<file path="src/rtl/wait_state_monitor.sv">
// Serial-in capture of the wait-state ready line: rebuilds the 8-bit wait pattern,
// counts wait samples, flags glitches/timeouts and tracks the largest wait count seen.
module wait_state_monitor #(
  parameter int unsigned TAIL_MAX = 16
) (
  input  logic       clk,
  input  logic       clr,
  input  logic       start,
  input  logic       rdyIn,
  input  logic       ack,
  input  logic       maxClr,
  output logic [7:0] cap,
  output logic [4:0] waits,
  output logic       glitch,
  output logic       timeout,
  output logic       valid,
  output logic       overrun,
  output logic [4:0] maxWaits
);

  localparam int unsigned PAT_W = 8;
  localparam int unsigned CNT_W = 5;
  localparam int unsigned BIT_W = 3;

  typedef enum logic [1:0] {S_IDLE, S_SHIFT, S_TAIL, S_DONE} state_e;

  state_e             state_q, state_d;
  logic [PAT_W-1:0]   pat_q, pat_d;
  logic [CNT_W-1:0]   wcnt_q, wcnt_d;
  logic               wglitch_q, wglitch_d;
  logic               seen_one_q, seen_one_d;
  logic [BIT_W-1:0]   bit_cnt_q, bit_cnt_d;
  logic [CNT_W-1:0]   tail_cnt_q, tail_cnt_d;
  logic [PAT_W-1:0]   cap_q, cap_d;
  logic [CNT_W-1:0]   waits_q, waits_d;
  logic               glitch_q, glitch_d;
  logic               timeout_q, timeout_d;
  logic               valid_q, valid_d;
  logic               overrun_q, overrun_d;
  logic [CNT_W-1:0]   maxw_q, maxw_d;

  logic               tail_last_c;
  logic               done_entry_c;
  logic               begin_cap_c;
  logic               tmo_c;
  logic [CNT_W-1:0]   max_base_c;

  assign tail_last_c  = (tail_cnt_q == CNT_W'(TAIL_MAX - 1));
  assign done_entry_c = (state_q != S_DONE) && (state_d == S_DONE);
  assign begin_cap_c  = (state_q != S_SHIFT) && (state_d == S_SHIFT);

  // State register
  always_ff @(posedge clk or negedge clr) begin
    if (!clr) state_q <= S_IDLE;
    else      state_q <= state_d;
  end

  // Next-state logic
  always_comb begin
    state_d = state_q;
    unique case (state_q)
      S_IDLE:  if (start) state_d = S_SHIFT;
      S_SHIFT: if (bit_cnt_q == BIT_W'(PAT_W - 1)) state_d = rdyIn ? S_DONE : S_TAIL;
      S_TAIL:  if (rdyIn || tail_last_c) state_d = S_DONE;
      S_DONE:  if (ack) state_d = start ? S_SHIFT : S_IDLE;
      default: state_d = S_IDLE;
    endcase
  end

  // Working registers, result load and sticky flags
  always_comb begin
    pat_d      = pat_q;
    wcnt_d     = wcnt_q;
    wglitch_d  = wglitch_q;
    seen_one_d = seen_one_q;
    bit_cnt_d  = bit_cnt_q;
    tail_cnt_d = tail_cnt_q;
    cap_d      = cap_q;
    waits_d    = waits_q;
    glitch_d   = glitch_q;
    timeout_d  = timeout_q;
    valid_d    = valid_q;
    overrun_d  = maxClr ? 1'b0 : overrun_q;
    max_base_c = maxClr ? '0 : maxw_q;
    maxw_d     = max_base_c;
    tmo_c      = 1'b0;

    unique case (state_q)
      S_SHIFT: begin
        pat_d      = {pat_q[PAT_W-2:0], rdyIn};
        seen_one_d = seen_one_q | rdyIn;
        bit_cnt_d  = bit_cnt_q + BIT_W'(1);
        tail_cnt_d = '0;
        if (!rdyIn) begin
          wcnt_d = wcnt_q + CNT_W'(1);
          if (seen_one_q) wglitch_d = 1'b1;
        end
        if (start) overrun_d = 1'b1;
      end
      S_TAIL: begin
        if (!rdyIn) begin
          wcnt_d     = wcnt_q + CNT_W'(1);
          tail_cnt_d = tail_cnt_q + CNT_W'(1);
          tmo_c      = tail_last_c;
        end
        if (start) overrun_d = 1'b1;
      end
      S_DONE: begin
        if (ack)        valid_d   = 1'b0;
        else if (start) overrun_d = 1'b1;
      end
      default: ;
    endcase

    if (begin_cap_c) begin
      wcnt_d     = '0;
      wglitch_d  = 1'b0;
      seen_one_d = 1'b0;
      bit_cnt_d  = '0;
      tail_cnt_d = '0;
    end

    if (done_entry_c) begin
      cap_d     = pat_d;
      waits_d   = wcnt_d;
      glitch_d  = wglitch_d;
      timeout_d = tmo_c;
      valid_d   = 1'b1;
      if (wcnt_d > max_base_c) maxw_d = wcnt_d;
    end
  end

  always_ff @(posedge clk or negedge clr) begin
    if (!clr) begin
      pat_q      <= '1;
      wcnt_q     <= '0;
      wglitch_q  <= 1'b0;
      seen_one_q <= 1'b0;
      bit_cnt_q  <= '0;
      tail_cnt_q <= '0;
      cap_q      <= 8'hFF;
      waits_q    <= '0;
      glitch_q   <= 1'b0;
      timeout_q  <= 1'b0;
      valid_q    <= 1'b0;
      overrun_q  <= 1'b0;
      maxw_q     <= '0;
    end else begin
      pat_q      <= pat_d;
      wcnt_q     <= wcnt_d;
      wglitch_q  <= wglitch_d;
      seen_one_q <= seen_one_d;
      bit_cnt_q  <= bit_cnt_d;
      tail_cnt_q <= tail_cnt_d;
      cap_q      <= cap_d;
      waits_q    <= waits_d;
      glitch_q   <= glitch_d;
      timeout_q  <= timeout_d;
      valid_q    <= valid_d;
      overrun_q  <= overrun_d;
      maxw_q     <= maxw_d;
    end
  end

  assign cap      = cap_q;
  assign waits    = waits_q;
  assign glitch   = glitch_q;
  assign timeout  = timeout_q;
  assign valid    = valid_q;
  assign overrun  = overrun_q;
  assign maxWaits = maxw_q;

endmodule
</file>
<file path="config.mk">
export PLATFORM = sky130hd
export DESIGN_NAME = wait_state_monitor
export DESIGN_NICKNAME = d
export VERILOG_FILES = /design/src/rtl/wait_state_monitor.sv
export SDC_FILE = /design/constraint.sdc
export NUM_CORES = 1
export LEC_CHECK = 0
export ABC_AREA = 1
export CORE_AREA = 4 4 90 126
export CTS_CLUSTER_DIAMETER = 100
export CTS_CLUSTER_SIZE = 14
export DETAILED_ROUTE_END_ITERATION = 10
export DIE_AREA = 0 0 94 130
export PLACE_DENSITY = 0.44
export SLEW_MARGIN = 40
export SYNTH_ARGS = -nofsm -noshare
export SYNTH_HDL_FRONTEND = slang
export SYNTH_SLANG_ARGS = --single-unit
</file>
<file path="constraint.sdc">
create_clock -name clk -period 5.05 [get_ports clk]
set_input_delay 0.505 -clock clk [delete_from_list [all_inputs] [get_ports clk]]
set_output_delay 0.505 -clock clk [all_outputs]
set_load 0.05 [all_outputs]
</file>
==> impl_metrics.csv <==
group,metric,value,unit
yosys,ys_ff_latch,47,
clock_network,postCtsSetupBuffers,0,
detailed_routing,vias,1734,
yosys,synth_fp_nets,288,
die,core_area,10200,um2
detailed_routing,ant_nets,0,
sta,fin_crit,3360,ps
sta,finClkSkew,4.78,ps
layout,drive_gt1_share,11.3,%
sta,hold_viol_final,0,
layout,areaGrowthSynthToFinish,26.2,%
clock_network,cts_tree,"done",
placement,dp.final_hpwl,3740,um
critical_path,worstSetupEndpointType,"flop",
critical_path,crit_path_start_kind,"flop",
sta,fin_crit_sh,66.5,%
detailed_routing,post_drt_wl_per_cell,11.5,um
global_routing,grt_max_degree,48,
clock_network,h-tree-depth,2,
critical_path,critPathMaxFanout,15,
die,die_h,130,um
layout,nets,319,
detailed_routing,drc,0,
clock_network,clk_transition_reported_paths,70,ps
detailed_routing,first_pass_iters,4,
yosys,synth_edf_count,0,
layout,fillers,1157,
yosys,ys_types,29,
yosys,ys_seq_area_share,51.8,%
sta,slew_viol_final,0,
clock_network,cts_resized,0,
clock_network,cts_max_path_buffers,2,
die,placementRows,44,
global_routing,grt_pass1_vias,1861,
clock_network,clock_latency,280,ps
detailed_routing,wirelength,5020,um
clock_network,numCtsBuffers,5,
die,ios,28,
critical_path,cpMaxStageDelayCell,"ha_1",
job,max_cap_violations,0,
power_and_ir_drop,p_leak,0.00142,uW
sta,worst_pin_slew,620,ps
detailed_routing,via_per_inst,3.96,
critical_path,path_common_cell,"nand2_1",
placement,dp_slack,1610,ps
placement,numPortBuffers,27,
sta,finalSetupTns,0,ps
critical_path,cp.arrival,3520,ps
power_and_ir_drop,powerDensity,608,nW/um2
power_and_ir_drop,total_power,1770,uW
critical_path,critPathMaxStageDelay,440,ps
outcome,status,"finished, final reports clean",
die,die_w,94,um
sta,fin_ws,1690,ps
yosys,ys.flop_type,"dfrtp_1",
sta,max-slew-margin-rel,58.7,%
power_and_ir_drop,ir_worst_vdd,0.320,mV
critical_path,crit_type,"flop to flop",
yosys,netlist_instances,268,
yosys,yosysWarnings,0,
global_routing,antenna_found_initial,0,
sta,clock.fmax,298,MHz
global_routing,gr-total-overflow,0,
die,start_util,22.6,%
layout,antenna_cells,0,
yosys,synth_area,2310,um2
yosys,ys_async_sr_fraction,100,%
placement,gp_congestion,0.740,
yosys,postSynthAreaPerCell,8.62,um2
sta,rsz0062_at_grt,"false",
global_routing,track_usage,8.95,%
global_routing,grt_pass1_wl,8650,um
min_path,hold_class,"primary input to asynchronous set/reset pin",
die,dieArea,12200,um2
detailed_routing,drt_iter0_markers,47,
clock_network,clkSinkCount,47,
clock_network,cts-root-buf,"clkbuf_16",
critical_path,cp_data_required_time,5210,ps
sta,setup_viol,0,
critical_path,crit_chain,"inv_1 > ha_1 > nand2_1 > nand3_1 > nand2_1 > a21oi_4 > nand3_2 > nand2_1 > inv_1 > ha_1 > nand2_1 > nor3_1 > nor2_1 > nor2_1 > nand4_4 > nand2_1 > o21ai_0",
clock_network,cts_hold_buf,0,
==> power breakdown <==
| group | internal [uW] | switching, uW | total (uW) | leakage (uW) |
|---|---|---|---|---|
| clock | 244 | 142 | 385 | 0.0000864 |
| sequential | 527 | 61.5 | 588 | 0.000580 |
| combinational | 245 | 554 | 799 | 0.000752 |
| total | 1020 | 757 | 1770 | 0.00142 |
==> layout by cell type (no fill, tap or decap), drive strengths merged <==
cell	instances
dfstp	16
nor2	11
xor2	2
clkbuf	7
a21oi	6
clkinvlp	1
or2	2
o21ai	23
a22o	1
ha	14
inv	43
nor3	1
o211ai	2
buf	2
nand2	95
nor3b	1
clkdlybuf4s50	26
a32oi	1
xnor2	2
nand3	8
dfrtp	31
o22ai	1
nand4	4
==> stage by stage <==
| step | hold slack, ps | area (um2) | instances | util (%) |
|---|---|---|---|---|
| floorplan | 209 | 2310 | 268 | - |
| global placement | 457 | 2730 | 430 | 26.7 |
| detailed placement | 458 | 2730 | 430 | 26.7 |
| CTS | 344 | 2910 | 438 | 28.5 |
| global route | 383 | 2910 | 438 | 28.5 |
| finish | 319 | 2910 | 438 | 28.5 |
==> worst max-delay path: cells and delay by family, from the launching register on <==
| family | cells | cell delay, ps |
|---|---|---|
| AOI/OAI and AO/OA | 2 | 340 |
| adders and majority gates | 2 | 760 |
| buffers and inverters | 2 | 210 |
| DFF | 1 | 420 |
| and+or+nand+nor | 11 | 1490 |
==> cell families (layout without fill, tap and decap cells) <==
logic type | after synthesis | after routing | share of synthesized area (%)
simple gates | 122 | 122 | 22.6
buf+inv | 47 | 79 | 8.02
xor+xnor | 4 | 4 | 1.52
compound gates | 34 | 34 | 8.45
flops | 47 | 47 | 51.8
fa+ha+maj | 14 | 14 | 7.58
==> sequential cells by signal, indices dropped and copies added (netlist names), 2 cells and up <==
register and count:
cap 8, pat_q 8, maxWaits 5, tail_cnt_q 5, waits 5, wcnt_q 5
bit_cnt_q 3, state_q 2
==> synthesized netlist by cell type, types with 3 or more instances <==
library cell,instances,area (um2)
a21oi_1,5,25.0
ha_1,14,175
nor2_1,11,41.3
nand3_1,6,30.0
o21ai_0,16,80.1
nand4_1,3,18.8
nand2_1,94,353
o21ai_1,7,35.0
dfstp_2,16,420
inv_1,42,158
dfrtp_1,31,776
==> per-layer routing <==
metal	GRT usage [%]	wire length, um	vias to the layer above
met1	9.90	2140	808
met3	2.60	168	5
met5	0	0	-
met2	16.4	2660	20
met4	2.72	56	0
li1	-	-	901
==> final cells by class <==
cell class,instances,area (um2),area share [%]
inverter,43,161,5.54
multi-input combinational,174,928,31.9
clock inverter,1,7.51,0.258
clock buffer,7,175,6.01
tap,138,173,5.93
sequential,47,1200,41.0
timing repair buffer,28,273,9.36
==> worst paths after layout <==
check                      cells past startpoint  slack [ps]        from     endpoint
min in group clk                               2         470      cap[6]       cap[6]
max                                           17        1690  state_q[1]  maxWaits[1]
max in group asynchronous                      2        4310         clr       glitch
min                                            2         320         clr      overrun
max reg2reg                                   17        1690  state_q[1]  maxWaits[1]
min reg2reg                                    2         470      cap[6]       cap[6]
(Power assumes the default switching activity.)
